===== src/rtl/rgmii_tx_ser_if.sv =====
// Streaming word interface into the RGMII transmit serializer.
// The master drives frame words; the slave returns s_ready.
interface rgmii_tx_ser_if #(
    parameter int IN_BYTES = 1
);
    logic [8*IN_BYTES-1:0] s_data;
    logic [IN_BYTES-1:0]   s_keep;
    logic                  s_valid;
    logic                  s_last;
    logic                  s_ready;

    modport master (output s_data, s_keep, s_valid, s_last, input s_ready);
    modport slave  (input s_data, s_keep, s_valid, s_last, output s_ready);
endinterface


===== src/rtl/rgmii_tx_ser.sv =====
// RGMII transmit serializer: word FIFO, preamble/SFD framing, 1G DDR or 10/100 nibble output.
// Optional CRC-32 FCS insertion is compiled in with macro RGMII_TX_FCS_EN.
module rgmii_tx_ser #(
    parameter int IN_BYTES   = 1,
    parameter int FIFO_DEPTH = 16,
    parameter int IFG_BYTES  = 12
) (
    input  logic                eth_txc,
    input  logic                rst,
    input  logic                speed_1g,
    rgmii_tx_ser_if.slave       s,
    output logic [3:0]          txd_p,
    output logic [3:0]          txd_n,
    output logic                txctl_p,
    output logic                txctl_n,
    output logic                busy,
    output logic                underrun
);
    localparam int W  = 8 * IN_BYTES;
    localparam int AW = $clog2(FIFO_DEPTH);
    localparam int BW = (IN_BYTES > 1) ? $clog2(IN_BYTES) : 1;
    localparam int CW = $clog2(IFG_BYTES + 8);
    localparam logic [AW:0] DEPTH_L = (AW+1)'(FIFO_DEPTH);
    localparam logic [AW:0] HALF_L  = (AW+1)'(FIFO_DEPTH / 2);

    typedef enum logic [2:0] {
        IDLE, PRE, SFD, DATA,
`ifdef RGMII_TX_FCS_EN
        FCS,
`endif
        IFG, DRAIN
    } state_e;

    // ---------------- FIFO ----------------
    logic [W-1:0]        mem_data [FIFO_DEPTH];
    logic [IN_BYTES-1:0] mem_keep [FIFO_DEPTH];
    logic                mem_last [FIFO_DEPTH];
    logic [AW:0]         wptr_q, wptr_d, rptr_q, rptr_d, lcnt_q, lcnt_d;
    logic [AW:0]         level;
    logic                full, empty, wr, rd, ready_w;
    logic [W-1:0]        head_data;
    logic [IN_BYTES-1:0] head_keep;
    logic                head_last;

    assign level     = wptr_q - rptr_q;
    assign full      = (level == DEPTH_L);
    assign empty     = (level == '0);
    // Ready depends only on registered pointers and reset, never on s_valid.
    assign ready_w   = ~rst & ~full;
    assign s.s_ready = ready_w;
    assign wr        = s.s_valid & ready_w;
    assign head_data = mem_data[rptr_q[AW-1:0]];
    assign head_keep = mem_keep[rptr_q[AW-1:0]];
    assign head_last = mem_last[rptr_q[AW-1:0]];

    always_ff @(posedge eth_txc) begin
        if (wr) begin
            mem_data[wptr_q[AW-1:0]] <= s.s_data;
            mem_keep[wptr_q[AW-1:0]] <= s.s_keep;
            mem_last[wptr_q[AW-1:0]] <= s.s_last;
        end
    end

    always_comb begin
        wptr_d = wptr_q + (AW+1)'(wr);
        rptr_d = rptr_q + (AW+1)'(rd);
        lcnt_d = lcnt_q;
        case ({wr & s.s_last, rd & head_last})
            2'b10:   lcnt_d = lcnt_q + 1'b1;
            2'b01:   lcnt_d = lcnt_q - 1'b1;
            default: lcnt_d = lcnt_q;
        endcase
    end

    // Index of the final byte of the last word: one below the lowest zero in keep.
    function automatic logic [BW-1:0] last_idx(input logic [IN_BYTES-1:0] k);
        logic [BW-1:0] r;
        r = BW'(IN_BYTES - 1);
        for (int i = IN_BYTES - 1; i >= 0; i--)
            if (!k[i]) r = (i == 0) ? '0 : BW'(i - 1);
        return r;
    endfunction

    // ---------------- framing FSM ----------------
    state_e          state_q, state_d;
    logic [CW-1:0]   cnt_q, cnt_d;
    logic [BW-1:0]   bidx_q, bidx_d;
    logic            phase_q, phase_d;
    logic            mode1g_q, mode1g_d;
    logic            err_q, err_d;
    logic            urun_q, urun_d;
    logic            byte_done, err_now, word_end;
    logic [7:0]      cur_byte;

    assign byte_done = mode1g_q | phase_q;
    assign err_now   = (state_q == DATA) & (err_q | empty);
    assign word_end  = head_last ? (bidx_q == last_idx(head_keep)) : (bidx_q == BW'(IN_BYTES - 1));
    assign cur_byte  = head_data[8*int'(bidx_q) +: 8];

`ifdef RGMII_TX_FCS_EN
    logic [31:0] crc_q, crc_d;

    function automatic logic [31:0] crc_byte(input logic [31:0] c, input logic [7:0] b);
        logic [31:0] r;
        r = c ^ {24'h0, b};
        for (int i = 0; i < 8; i++)
            r = r[0] ? ((r >> 1) ^ 32'hEDB88320) : (r >> 1);
        return r;
    endfunction
`endif

    always_comb begin
        state_d  = state_q;
        cnt_d    = cnt_q;
        bidx_d   = bidx_q;
        mode1g_d = mode1g_q;
        err_d    = 1'b0;
        urun_d   = 1'b0;
        rd       = 1'b0;
        // Nibble phase only runs inside byte-timed states so IFG always starts aligned.
        phase_d  = (state_q == IDLE || state_q == DRAIN || mode1g_q) ? 1'b0 : ~phase_q;
`ifdef RGMII_TX_FCS_EN
        crc_d    = crc_q;
`endif
        case (state_q)
            IDLE: begin
                if (lcnt_q != '0 || level >= HALF_L) begin
                    state_d  = PRE;
                    cnt_d    = '0;
                    mode1g_d = speed_1g;
                end
            end
            PRE: begin
                if (byte_done) begin
                    if (cnt_q == CW'(6)) begin
                        state_d = SFD;
                        cnt_d   = '0;
                    end else begin
                        cnt_d = cnt_q + 1'b1;
                    end
                end
            end
            SFD: begin
                bidx_d = '0;
`ifdef RGMII_TX_FCS_EN
                crc_d  = 32'hFFFFFFFF;
`endif
                if (byte_done) state_d = DATA;
            end
            DATA: begin
                if (err_now) begin
                    err_d  = ~byte_done;
                    urun_d = ~err_q;
                    if (byte_done) state_d = DRAIN;
                end else if (byte_done) begin
`ifdef RGMII_TX_FCS_EN
                    crc_d = crc_byte(crc_q, cur_byte);
`endif
                    if (word_end) begin
                        rd     = 1'b1;
                        bidx_d = '0;
                        if (head_last) begin
                            cnt_d = '0;
`ifdef RGMII_TX_FCS_EN
                            state_d = FCS;
`else
                            state_d = IFG;
`endif
                        end
                    end else begin
                        bidx_d = bidx_q + 1'b1;
                    end
                end
            end
`ifdef RGMII_TX_FCS_EN
            FCS: begin
                if (byte_done) begin
                    if (cnt_q == CW'(3)) begin
                        state_d = IFG;
                        cnt_d   = '0;
                    end else begin
                        cnt_d = cnt_q + 1'b1;
                    end
                end
            end
`endif
            IFG: begin
                if (byte_done) begin
                    if (cnt_q == CW'(IFG_BYTES - 1)) state_d = IDLE;
                    else                            cnt_d   = cnt_q + 1'b1;
                end
            end
            DRAIN: begin
                if (!empty) begin
                    rd = 1'b1;
                    if (head_last) begin
                        state_d = IFG;
                        cnt_d   = '0;
                    end
                end
            end
            default: state_d = IDLE;
        endcase
    end

    // ---------------- output encoding ----------------
    logic [7:0] byte_v;
    logic [3:0] nib, txd_p_d, txd_n_d;
    logic       en_v, er_v, txctl_p_d, txctl_n_d;

    always_comb begin
        byte_v = 8'h00;
        en_v   = 1'b0;
        er_v   = 1'b0;
        case (state_q)
            PRE:  begin byte_v = 8'h55; en_v = 1'b1; end
            SFD:  begin byte_v = 8'hD5; en_v = 1'b1; end
            DATA: begin
                en_v = 1'b1;
                if (err_now) er_v   = 1'b1;
                else         byte_v = cur_byte;
            end
`ifdef RGMII_TX_FCS_EN
            FCS:  begin byte_v = ~crc_q[{cnt_q[1:0], 3'b000} +: 8]; en_v = 1'b1; end
`endif
            default: ;
        endcase
        nib       = phase_q ? byte_v[7:4] : byte_v[3:0];
        txd_p_d   = mode1g_q ? byte_v[3:0] : nib;
        txd_n_d   = mode1g_q ? byte_v[7:4] : nib;
        txctl_p_d = en_v;
        txctl_n_d = en_v ^ er_v;
    end

    always_ff @(posedge eth_txc) begin
        if (rst) begin
            wptr_q   <= '0;
            rptr_q   <= '0;
            lcnt_q   <= '0;
            state_q  <= IDLE;
            cnt_q    <= '0;
            bidx_q   <= '0;
            phase_q  <= 1'b0;
            mode1g_q <= 1'b0;
            err_q    <= 1'b0;
            urun_q   <= 1'b0;
            txd_p    <= '0;
            txd_n    <= '0;
            txctl_p  <= 1'b0;
            txctl_n  <= 1'b0;
`ifdef RGMII_TX_FCS_EN
            crc_q    <= 32'hFFFFFFFF;
`endif
        end else begin
            wptr_q   <= wptr_d;
            rptr_q   <= rptr_d;
            lcnt_q   <= lcnt_d;
            state_q  <= state_d;
            cnt_q    <= cnt_d;
            bidx_q   <= bidx_d;
            phase_q  <= phase_d;
            mode1g_q <= mode1g_d;
            err_q    <= err_d;
            urun_q   <= urun_d;
            txd_p    <= txd_p_d;
            txd_n    <= txd_n_d;
            txctl_p  <= txctl_p_d;
            txctl_n  <= txctl_n_d;
`ifdef RGMII_TX_FCS_EN
            crc_q    <= crc_d;
`endif
        end
    end

    assign busy     = (state_q != IDLE);
    assign underrun = urun_q;
endmodule

===== src/flat_wrapper.sv =====
// flat-port wrapper written by rule: the top's interface ports become plain ports
module rgmii_tx_ser_flat 
#(
    parameter int IN_BYTES   = 1,
    parameter int FIFO_DEPTH = 16,
    parameter int IFG_BYTES  = 12
)
  (eth_txc, rst, speed_1g, txd_p, txd_n, txctl_p, txctl_n, busy, underrun, s_s_data, s_s_keep, s_s_valid, s_s_last, s_s_ready);
  rgmii_tx_ser_if #(.IN_BYTES(IN_BYTES)) s_i ();
  input  logic eth_txc;
  input  logic rst;
  input  logic speed_1g;
  output logic [3:0] txd_p;
  output logic [3:0] txd_n;
  output logic txctl_p;
  output logic txctl_n;
  output logic busy;
  output logic underrun;
  input wire logic [$bits(s_i.s_data)-1:0] s_s_data;
  input wire logic [$bits(s_i.s_keep)-1:0] s_s_keep;
  input wire logic [$bits(s_i.s_valid)-1:0] s_s_valid;
  input wire logic [$bits(s_i.s_last)-1:0] s_s_last;
  output wire logic [$bits(s_i.s_ready)-1:0] s_s_ready;
  assign s_i.s_data = s_s_data;
  assign s_i.s_keep = s_s_keep;
  assign s_i.s_valid = s_s_valid;
  assign s_i.s_last = s_s_last;
  assign s_s_ready = s_i.s_ready;
  rgmii_tx_ser #(.IN_BYTES(IN_BYTES), .FIFO_DEPTH(FIFO_DEPTH), .IFG_BYTES(IFG_BYTES)) u_core (.eth_txc(eth_txc), .rst(rst), .speed_1g(speed_1g), .s(s_i), .txd_p(txd_p), .txd_n(txd_n), .txctl_p(txctl_p), .txctl_n(txctl_n), .busy(busy), .underrun(underrun));
endmodule

===== config.mk =====
export PLATFORM = sky130hd
export DESIGN_NAME = rgmii_tx_ser_flat
export DESIGN_NICKNAME = d
export VERILOG_FILES = /design/src/rtl/rgmii_tx_ser_if.sv /design/src/rtl/rgmii_tx_ser.sv /design/src/flat_wrapper.sv
export SDC_FILE = /design/constraint.sdc
export NUM_CORES = 1
export LEC_CHECK = 0
export ABC_AREA = 0
export ABC_CLOCK_PERIOD_IN_PS = 4700
export CAP_MARGIN = 20
export CORE_ASPECT_RATIO = 1.4
export CORE_MARGIN = 1.5
export CORE_UTILIZATION = 61
export CTS_CLUSTER_DIAMETER = 50
export DETAILED_ROUTE_END_ITERATION = 12
export GPL_TIMING_DRIVEN = 0
export MAX_ROUTING_LAYER = met4
export PLACE_DENSITY = 0.78
export SYNTH_ARGS = -nofsm -noshare
export SYNTH_HDL_FRONTEND = slang
export SYNTH_SLANG_ARGS = --single-unit

===== constraint.sdc =====
create_clock -name eth_txc -period 4.7 [get_ports eth_txc]
set_input_delay 0.47 -clock eth_txc [delete_from_list [all_inputs] [get_ports eth_txc]]
set_output_delay 0.47 -clock eth_txc [all_outputs]
set_load 0.01 [all_outputs]

**Word level (Yosys, flattened, before mapping)**

Memory sizes are Yosys's and may differ from the RTL's. A register that Yosys moved wholly into a read port is not among the register bits.
Cells that the tools add are included.
W data, S select, Z words.

- Flip-flop bits (word level): 38
- Memory bits (read-only): 0
- Bits in writable memories: 144
- Latch bits: 0
- Bits of input ports: 14
- Output and inout bits: 13
- Memories kept: 2
- Word-level logic and storage cells: 125

Memory list:

| name | words | bits a word | read ports | clocked after memory_dff | write ports | RTL line | source |
|---|---|---|---|---|---|---|---|
| u_core.mem_data | 16 | 8 | 1 | 1 | 1 | rgmii_tx_ser.sv:35 | `logic [W-1:0] mem_data [FIFO_DEPTH];` |
| u_core.mem_last | 16 | 1 | 1 | 1 | 1 | rgmii_tx_ser.sv:37 | `logic mem_last [FIFO_DEPTH];` |

- Multiply operators: 0
- Reductions and logical operators: 17
- Divide/modulo/power cells: 0
- Magnitude comparators: 1
- Add/subtract/negate cells: 7
- Bitwise gates (word level): 15
- Equal/unequal tests: 22
- Multiplexer cells: 46
- Shifts and indexed selects: 1

Operator list:

| operator | number |
|---|---|
| $mux W5 | 10 |
| $mux W3 | 12 |
| $pmux W5 S5 | 1 |
| $pmux W8 S3 | 1 |
| $mux W4 | 5 |
| $pmux W3 S6 | 1 |
| $reduce_and A9 Y1 | 2 |
| $mux W1 | 12 |
| $ne A2 B1 Y1 const B | 6 |
| $add A5 B1 Y5 | 2 |
| $add A5 B1 Y5 const B | 2 |
| $ne A2 B2 Y1 const B | 5 |
| $pmux W5 S2 | 1 |
| $reduce_bool A5 Y1 | 2 |
| $mux W8 | 1 |
| $shiftx A8 B5 Y8 | 1 |
| $not A1 Y1 | 7 |
| $eq A3 B2 Y1 const B | 2 |
| $eq A3 B3 Y1 const B | 2 |
| $reduce_or A3 Y1 | 2 |
| $and A1 B1 Y1 | 5 |
| $eq A5 B3 Y1 const B | 1 |
| $eq A5 B4 Y1 const B | 1 |
| $eq A5 B5 Y1 const B | 1 |
| other kinds (19) | 24 |

**Depth between registers and ports, before layout**

Gate-level depths: netlist of the first run.

- Word-level depth: 9
- Depth in mapped cells: 19
- Depth with buffers taken out: 17

**Least setup slack after synthesis of the first run**

Ideal clock, no wire load.

- Path type: reg2reg
- Start point: register u_core.rptr_q[2]
- End point: register u_core.lcnt_q[4]
- Period minus slack after synthesis: 3.737 ns
- Required time: 4.572 ns
- Setup slack: 0.963 ns
- Stages on the path, launching flop included: 20
- Data arrival time: 3.610 ns
- Buffers on the path: 2
- Setup time: 0.128 ns
- Cells stage by stage: dfxtp_1 > buf_2 > inv_2 > ha_1 > a21oi_1 > a21boi_0 > o2bb2ai_1 > a21oi_1 > and2_1 > clkbuf_1 > nand2_1 > ha_1 > xor2_1 > ha_1 > a21oi_1 > o22ai_1 > a222oi_1 > nor2_1 > xnor2_1 > nor2_1

- Elaborated cells on any way between the ends: 17
- Classes of those cells: add/sub: 1; eq/ne: 3; mux: 4; bitwise: 7; reduce/logical: 2

RTL lines:

| item | RTL line | source |
|---|---|---|
| start: declaration | rgmii_tx_ser.sv:38 | `logic [AW:0] wptr_q, wptr_d, rptr_q, rptr_d, lcnt_q, lcnt_d;` |
| start signal: assignment | rgmii_tx_ser.sv:256 | `rptr_q <= rptr_d;` |
| $sub A5 B5 Y5 (*) | rgmii_tx_ser.sv:45 | `assign level = wptr_q - rptr_q;` |
| $eq A5 B5 Y1 (*) | rgmii_tx_ser.sv:46 | `assign full = (level == DEPTH_L);` |
| $not A1 Y1 (*) | rgmii_tx_ser.sv:49 | `assign ready_w = ~rst & ~full;` |
| $and A1 B1 Y1 (*) | rgmii_tx_ser.sv:49 |  |
| net s_s_ready | flat_wrapper.sv:23 | `output wire logic [$bits(s_i.s_ready)-1:0] s_s_ready;` |
| $and A1 B1 Y1 (*) | rgmii_tx_ser.sv:51 | `assign wr = s.s_valid & ready_w;` |
| $and A1 B1 Y1 (*) | rgmii_tx_ser.sv:68 | `case ({wr & s.s_last, rd & head_last})` |
| $eq A2 B1 Y1 / $eq A2 B2 Y1 (equally long branches) | rgmii_tx_ser.sv:68 |  |
| $pmux W5 S2 / $reduce_bool A2 Y1 (equally long branches) | - |  |
| end signal: assignment | rgmii_tx_ser.sv:257 | `lcnt_q <= lcnt_d;` |
| end: declaration | rgmii_tx_ser.sv:38 |  |

Mark *: on every way through the listed nets, which the timed path passes. The rest lies on a longest branch.
A chain may end at the register's enable or synchronous reset.

**Final worst setup path of the first run**

- Start point: register u_core.rptr_q[3]
- End point: register u_core.lcnt_q[4]

- Word-level cells in the longest chain between the ends: 9
- Elaborated cells on any way between the ends: 17
- Classes of those cells: add/sub: 1; eq/ne: 3; mux: 4; bitwise: 7; reduce/logical: 2

Ends and longest elaborated chain:

| item | RTL line | source |
|---|---|---|
| $sub A5 B5 Y5 (*) | rgmii_tx_ser.sv:45 |  |
| $logic_not A5 Y1 | rgmii_tx_ser.sv:47 | `assign empty = (level == '0);` |
| $or A1 B1 Y1 | rgmii_tx_ser.sv:96 | `assign err_now = (state_q == DATA) & (err_q \| empty);` |
| $and A1 B1 Y1 | rgmii_tx_ser.sv:96 |  |
| $mux W1 | rgmii_tx_ser.sv:151 | `if (err_now) begin` |
| $pmux W1 S2 | rgmii_tx_ser.sv:125 | `case (state_q)` |
| $and A1 B1 Y1 | rgmii_tx_ser.sv:68 |  |
| $eq A2 B1 Y1 / $eq A2 B2 Y1 (equally long branches) | rgmii_tx_ser.sv:68 |  |
| $pmux W5 S2 / $reduce_bool A2 Y1 (equally long branches) | - |  |

Mark *: on every way between the ends. The rest lies on a longest branch, timed or not.

==> impl_summary.log, run 1 <==
INFO  metric setup_viol = 0
INFO  metric worstRegToRegCells = 17
INFO  metric synthTopCellsByArea = edfxtp_1 57%, mux4_2 12%, dfxtp_1 9.7%
INFO  metric wire_length_of_the_first_global_routing_pass = 26700 um
INFO  metric final_cell_mix = 144 x edfxtp_1, 42 x mux4_2, 38 x nor2_1
INFO  metric yosysTopAreaCellShare = between 50% and 60%
INFO  metric crit_top_cell = ha_1
INFO  metric postSynthNetCount = 513
INFO  metric cts_root_buffer = clkbuf_16
INFO  metric synth_edf_count = 144
INFO  metric firstDrtPassIters = 4
INFO  metric yosysWarningCount = 0
INFO  metric fp.dieH = about 140 um
INFO  metric drv_cap = 0
INFO  metric place.gp.congestion = about 0.84
INFO  metric netlist_area = between 7000 and 8000 sq um
INFO  metric yosysSeqAreaShare = about two thirds
INFO  metric synth-xor-area-share = between 1.5 and 2%
INFO  metric numPlacedInstances = 665
INFO  metric fillCellCount = roughly 770
INFO  metric timing.final.hold_violations = 0
INFO  metric crit_path_capture = u_core.lcnt_q[4]$_SDFFE_PP0P_
INFO  metric main_combinational_cell_family_by_area_after_synthesis = multiplexers
INFO  metric rsz_0062_raised_after_global_routing = no
INFO  metric fmax = about 230 MHz
INFO  metric post_route_cells_drive_above_1_share = 19.3%
INFO  metric final_core_utilization = between 70% and 80%
INFO  metric fin_skew = approximately 11 ps
INFO  metric slowest_stage = dfxtp_1
INFO  metric power_density = between 400 and 500 nW/um^2
INFO  metric worst-endpoint-required = around 5000 ps
INFO  metric yosysUniqueCellTypes = 60
INFO  metric timing_max_transition_violations_final = 0
INFO  metric path_max_fanout = 10
INFO  metric timing_worst_setup_path_type = flop to flop
INFO  metric drc = 0
INFO  metric layout_nets = approximately 570
INFO  metric drtIter0Drc = 390
INFO  metric cts_num_sinks = 181
INFO  metric worst_slack = about 360 ps
INFO  metric finalCritPeriodShare = about 92%
INFO  metric detail_route.vias_per_cell = approximately 6.5
INFO  metric postSynthCellCount = 486
INFO  metric die_area = between 10000 and 15000 sq um
INFO  metric finalNonFillerCells = 703
INFO  metric synthMuxAreaShare = between 10% and 20%
INFO  metric yosys.area_share.adder = 2.13%
INFO  metric cts.clk_slew.worst_paths = around 70 ps
INFO  metric data_arrival_critical_path = between 4000 and 5000 ps
INFO  metric synth-seq-cells = 181
INFO  metric hold_buffers = 0
INFO  metric fin_area = slightly below 9000 sq um
INFO  metric die_width = approximately 98 um
INFO  metric htreeDepth = 4
INFO  metric worst_slew_pin_slew = 1120 ps
INFO  metric total_negative_slack = 0 ps
INFO  metric pin_count_of_the_biggest_net_entering_global_routing = 18
INFO  metric syn2layout_area_growth = 15.2%
INFO  metric outcome = completed
INFO  metric cellLeakagePower = 2.92 nW
INFO  metric worst_setup_path_start_kind = flop
INFO  metric total_routing_usage_reported_by_global_routing = about 29%
INFO  metric globalRoute.totalOverflow = 0
INFO  metric tritoncts.num_buffers = 17
INFO  metric critical_path.startpoint = u_core.rptr_q[3]$_SDFF_PP0_
INFO  metric core = ~12000 sq um
INFO  metric tritoncts_clock_tree = done
INFO  metric drtAntennaViolNets = 0
INFO  metric io_pins = 27
INFO  metric synth_area_leader_cell = edfxtp_1
INFO  metric grt_antenna_before_repair = 0
INFO  metric synth_async_sr_flop_share = 0%
INFO  metric worst_hold_class = flop to flop
INFO  metric post_dp_cell_area = 8130 sq um
INFO  metric worst_r2r_endpoint = u_core.lcnt_q[4]$_SDFFE_PP0P_
INFO  metric synth-compound-area-share = between 5 and 6%
INFO  metric insertion_delay_of_the_later_clocked_pin_in_the_worst_skew_pair = around 420 ps
INFO  metric cts.repair.resized = 0
INFO  metric final.min_clock_period = ~4300 ps
INFO  metric cts_post_setup_buffers_inserted = 0
INFO  metric numPortBuffers = 25
INFO  metric dpl_worst_slack = ~190 ps
INFO  metric num_rows = 48
INFO  metric clock_path_buffers = 2
INFO  metric drt_wl_total = roughly 17000 um
INFO  metric commonest_register_cell_after_synthesis = edfxtp_1
INFO  metric hpwl = between 10000 and 15000 um
INFO  metric slowest_delay = between 700 and 800 ps
INFO  metric timing.critical_path.cells = inv_1 -> ha_1 -> xor3_1 -> o2bb2ai_1 -> a21oi_1 -> and2_1 -> clkbuf_1 -> nand2_1 -> ha_1 -> xor2_1 -> ha_1 -> a21oi_1 -> o22ai_1 -> a222oi_1 -> nor2_1 -> xnor2_1 -> nor2_1
INFO  metric layout.cells.most_common = edfxtp_1
INFO  metric worst_slew_margin_rel = ~25%
INFO  metric routed_wire_length_per_instance = 24.5 um
INFO  metric worst-r2r-setup-slack = 360 ps
INFO  metric detailroute.via_count = around 4500
INFO  metric vdd_ir_max = 0.293 mV
INFO  metric effective_utilization_at_floorplan = between 60% and 70%
INFO  metric first_global_vias = approximately 4700
INFO  metric cp-end-kind = flop
INFO  metric yosys.area_share.simple = between 8 and 9%
INFO  metric r2r_start = u_core.rptr_q[3]$_SDFF_PP0_
INFO  metric antenna-diode-count = 0
INFO  metric synthesis.area_per_instance = ~16 sq um
## Yosys cell counts, types with 4 or more instances
master and number:
inv_1 9, nor2b_1 9, nor2_1 38, a21oi_1 17
dfxtp_1 37, nor3_1 9, xnor2_1 6, or3_1 4
nand3_1 11, o21ai_0 9, nand2b_1 7, buf_2 4
clkbuf_1 18, a31oi_1 4, ha_1 13, mux2_2 4
edfxtp_1 144, mux2i_1 5, mux4_2 42, nand2_1 26
and2_1 5, xor2_1 7
## registers in the layout, indices dropped and copies added, names as in the netlist, 3 cells and up
name,count
u_core.cnt_q,5
u_core.lcnt_q,5
u_core.mem_data,128
u_core.mem_last,16
u_core.rptr_q,5
u_core.state_q,3
u_core.txd_n,4
u_core.txd_p,4
u_core.wptr_q,5
## metal layers
metal  vias up  wire length [um]  global-route usage, %
met3        50               945                   5.62
li1       1991                 -                      -
met4         0               736                   14.4
met2       210              9100                   48.6
met5         -                 0                      -
met1      2294              6410                   32.3
## final cells by class
cell class	instances	area, sq um	share of cell area, %
tap	150	188	2.14
sequential	181	5060	57.6
clock inverter	13	170	1.94
buffer	23	95.1	1.08
clock buffer	19	433	4.93
inverter	11	41.3	0.470
multi-input combinational	270	2450	27.8
timing repair buffer	36	352	4.00
## cell families after synthesis
logic type | count (synthesis)
xor+xnor | 14
flops | 181
fa+ha+maj | 13
buf+inv | 35
simple gates | 132
compound gates | 60
mux | 51
## power breakdown
| part | switching [mW] | internal [mW] | total (mW) |
|---|---|---|---|
| logic | 0.195 | 0.139 | 0.334 |
| clock network | 0.605 | 0.847 | 1.45 |
| registers | 0.0236 | 1.77 | 1.79 |
| total | 0.824 | 2.75 | 3.58 |
## metrics by stage
stage | hold slack (ps) | total power [mW]
detailed placement | 497 | 2.15
finish | 501 | 3.58
global route | 538 | 3.68
global placement | 474 | 2.14
floorplan | 461 | 2.02
CTS | 507 | 3.58
## critical path: cells and delay by family, from the launching register on
family                     cells  cell delay, ps
AOI/OAI and AO/OA              5             990
DFF                            1             740
and+or+nand+nor                4             460
xor gates and xnor gates       3             720
buffers and inverters          2             510
adders and majority gates      3             790
## worst min path at each step
stage | from | endpoint | depth (start not counted)
final | u_core.cnt_q[1]$_SDFFE_PP0P_ | u_core.cnt_q[1]$_SDFFE_PP0P_ | 2
after global routing | u_core.cnt_q[1]$_SDFFE_PP0P_ | u_core.cnt_q[1]$_SDFFE_PP0P_ | 2
after CTS | u_core.cnt_q[1]$_SDFFE_PP0P_ | u_core.cnt_q[1]$_SDFFE_PP0P_ | 2
after detailed placement | u_core.cnt_q[4]$_SDFFE_PP0P_ | u_core.cnt_q[4]$_SDFFE_PP0P_ | 2
after global placement | u_core.cnt_q[4]$_SDFFE_PP0P_ | u_core.cnt_q[4]$_SDFFE_PP0P_ | 2
after floorplan | u_core.cnt_q[4]$_SDFFE_PP0P_ | u_core.cnt_q[4]$_SDFFE_PP0P_ | 2
(Power assumes the default switching activity.)
==> run 2: changes to the inputs <==
Settings changed: MAX_ROUTING_LAYER met4 to unset.
==> impl_summary.log, run 2 (same netlist as run 1, synthesis figures left out) <==
INFO  metric drtIter0Drc = approximately 420
INFO  metric place.gp.congestion = approximately 0.82
INFO  metric worst_slew_pin_slew = about 1100 ps
INFO  metric cp_num_cells = 17
INFO  metric fin_area = 8790 sq um
INFO  metric die_area = about 13000 sq um
INFO  metric cell_internal_pwr = approximately 2.8 mW
INFO  metric timing_worst_setup_path_type = flop to flop
INFO  metric outcome = completed
INFO  metric wire_length_of_the_first_global_routing_pass = about 27000 um
INFO  metric dpl_worst_slack = around 190 ps
INFO  metric numPlacedInstances = about 670
INFO  metric power_density = slightly above 400 nW/um^2
INFO  metric first_global_vias = between 4000 and 5000
INFO  metric numPortBuffers = 25
INFO  metric fp.dieH = 135 um
INFO  metric smallest_hold_slack = around 500 ps
INFO  metric timing_max_transition_violations_final = 0
INFO  metric worstRegToRegCells = 17
INFO  metric highest_layer_used_for_signal_routing = met4
INFO  metric seq_power_share = about half
INFO  metric cts_num_sinks = 181
INFO  metric layout_nets = around 570
INFO  metric met3RoutedLength = just over 1000 um
INFO  metric grt_antenna_before_repair = 0
INFO  metric worst_slack = between 300 and 400 ps
INFO  metric m1WireLength = 6350 um
INFO  metric effective_utilization_at_floorplan = 62.3%
INFO  metric worst-r2r-setup-slack = approximately 400 ps
INFO  metric detailroute.wirelength.met2 = about 9000 um
INFO  metric hold_buffers = 0
INFO  metric timing.final.hold_violations = 0
INFO  metric path_max_fanout = 10
INFO  metric syn2layout_area_growth = 15.2%
INFO  metric worst_r2r_endpoint = u_core.lcnt_q[4]$_SDFFE_PP0P_
INFO  metric insertion_delay_of_the_later_clocked_pin_in_the_worst_skew_pair = approximately 420 ps
INFO  metric drv_cap = 0
INFO  metric drt_wl_total = between 15000 and 20000 um
INFO  metric final_core_utilization = between 70% and 80%
INFO  metric r2r_start = u_core.rptr_q[3]$_SDFF_PP0_
INFO  metric die_width = a little under 100 um
INFO  metric htreeDepth = 4
INFO  metric cts_root_buffer = clkbuf_16
INFO  metric final_cell_mix = 144 x edfxtp_1, 42 x mux4_2, 38 x nor2_1
INFO  metric post_route_cells_drive_above_1_share = a little under 20%
INFO  metric power_switching_share = between 20 and 25%
INFO  metric firstDrtPassIters = 5
INFO  metric worst_hold_class = flop to flop
INFO  metric total_routing_usage_reported_by_global_routing = 27.7%
INFO  metric path_delay_family = compound AO/OA/AOI/OAI gates
INFO  metric drc = 0
INFO  metric data_arrival_critical_path = roughly 4600 ps
INFO  metric pin_count_of_the_biggest_net_entering_global_routing = 18
INFO  metric worst_setup_path_start_kind = flop
INFO  metric hpwl = between 10000 and 15000 um
INFO  metric setup_viol = 0
INFO  metric number_of_flip_flops_under_the_largest_register_name = ~130
INFO  metric detailroute.via_count = between 4000 and 5000
INFO  metric slowest_stage = dfxtp_1
INFO  metric cellLeakagePower = ~2.9 nW
INFO  metric total_negative_slack = 0 ps
INFO  metric fin_skew = slightly below 10 ps
INFO  metric clock_path_buffers = 2
INFO  metric fmax = 232 MHz
INFO  metric cts.clk_slew.worst_paths = roughly 70 ps
INFO  metric detail_route.vias_per_cell = 6.46
INFO  metric crit_top_cell = ha_1
INFO  metric clock_power_share = between 40% and 50%
INFO  metric total_power = ~3.6 mW
INFO  metric tritoncts_clock_tree = done
INFO  metric globalRoute.totalOverflow = 0
INFO  metric critical_path.startpoint = u_core.rptr_q[3]$_SDFF_PP0_
INFO  metric tritoncts.num_buffers = 17
INFO  metric power.net_switching = 0.822 mW
INFO  metric finalNonFillerCells = 703
INFO  metric layout.cells.most_common = edfxtp_1
INFO  metric rsz_0062_raised_after_global_routing = no
INFO  metric finalCritPeriodShare = 91.7%
INFO  metric crit_path_capture = u_core.lcnt_q[4]$_SDFFE_PP0P_
INFO  metric drtAntennaViolNets = 0
INFO  metric timing.critical_path.cells = inv_1 -> ha_1 -> xor3_1 -> o2bb2ai_1 -> a21oi_1 -> and2_1 -> clkbuf_1 -> nand2_1 -> ha_1 -> xor2_1 -> ha_1 -> a21oi_1 -> o22ai_1 -> a222oi_1 -> nor2_1 -> xnor2_1 -> nor2_1
INFO  metric buffers_plus_inverters_on_the_worst_setup_path = 2
INFO  metric routed_wire_length_per_instance = roughly 24 um
INFO  metric worst_slew_margin_rel = between 20% and 30%
INFO  metric post_dp_cell_area = around 8100 sq um
INFO  metric antenna-diode-count = 0
INFO  metric cp-end-kind = flop
INFO  metric core = about 12000 sq um
INFO  metric worst-endpoint-required = about 5000 ps
INFO  metric io_pins = 27
INFO  metric vdd_ir_max = just under 0.3 mV
INFO  metric final.min_clock_period = roughly 4300 ps
INFO  metric slowest_delay = roughly 700 ps
INFO  metric num_rows = 48
INFO  metric share_comb_of_total_power = a little under a tenth
==> run 2: layer usage <==
metal | vias up | global-route usage, %
li1 | 1996 | -
met1 | 2277 | 32.2
met2 | 213 | 48.5
met3 | 52 | 5.78
met4 | 0 | 14.6
met5 | - | 0
==> run 2: power groups by stage <==
stage               registers [mW]  logic, mW  clock network, mW
finish                        1.79      0.335               1.45
global route                  1.79      0.364               1.53
CTS                           1.79      0.331               1.46
detailed placement            1.82      0.328                  0
global placement              1.82      0.317                  0
floorplan                     1.83      0.189                  0
==> run 2: layout make-up <==
class	count	area [sq um]
timing repair buffer	36	352
buffer	23	95.1
clock buffer	19	433
sequential	181	5060
tap	150	188
multi-input combinational	270	2450
clock inverter	13	170
fill	771	3460
inverter	11	41.3
==> run 2: worst min-delay path: stages (launching register included) <==
cell and delay (ps):
dfxtp_1 340, nand2_1 70, a21oi_1 50
==> run 2: worst min path at each step <==
stage                     cells past startpoint  slack, ps                      endpoint                         start
final                                         2        500  u_core.cnt_q[1]$_SDFFE_PP0P_  u_core.cnt_q[1]$_SDFFE_PP0P_
after global placement                        2        470  u_core.cnt_q[4]$_SDFFE_PP0P_  u_core.cnt_q[4]$_SDFFE_PP0P_
after floorplan                               2        460  u_core.cnt_q[4]$_SDFFE_PP0P_  u_core.cnt_q[4]$_SDFFE_PP0P_
after CTS                                     2        510  u_core.cnt_q[1]$_SDFFE_PP0P_  u_core.cnt_q[1]$_SDFFE_PP0P_
after global routing                          2        540  u_core.cnt_q[1]$_SDFFE_PP0P_  u_core.cnt_q[1]$_SDFFE_PP0P_
after detailed placement                      2        500  u_core.cnt_q[4]$_SDFFE_PP0P_  u_core.cnt_q[4]$_SDFFE_PP0P_
==> run 2: timing repair <==
| action | CTS | global route |
|---|---|---|
| resized for setup | 0 | 0 |
| endpoints found under the setup margin | 0 | 1 |
| buffers inserted | 0 | 0 |
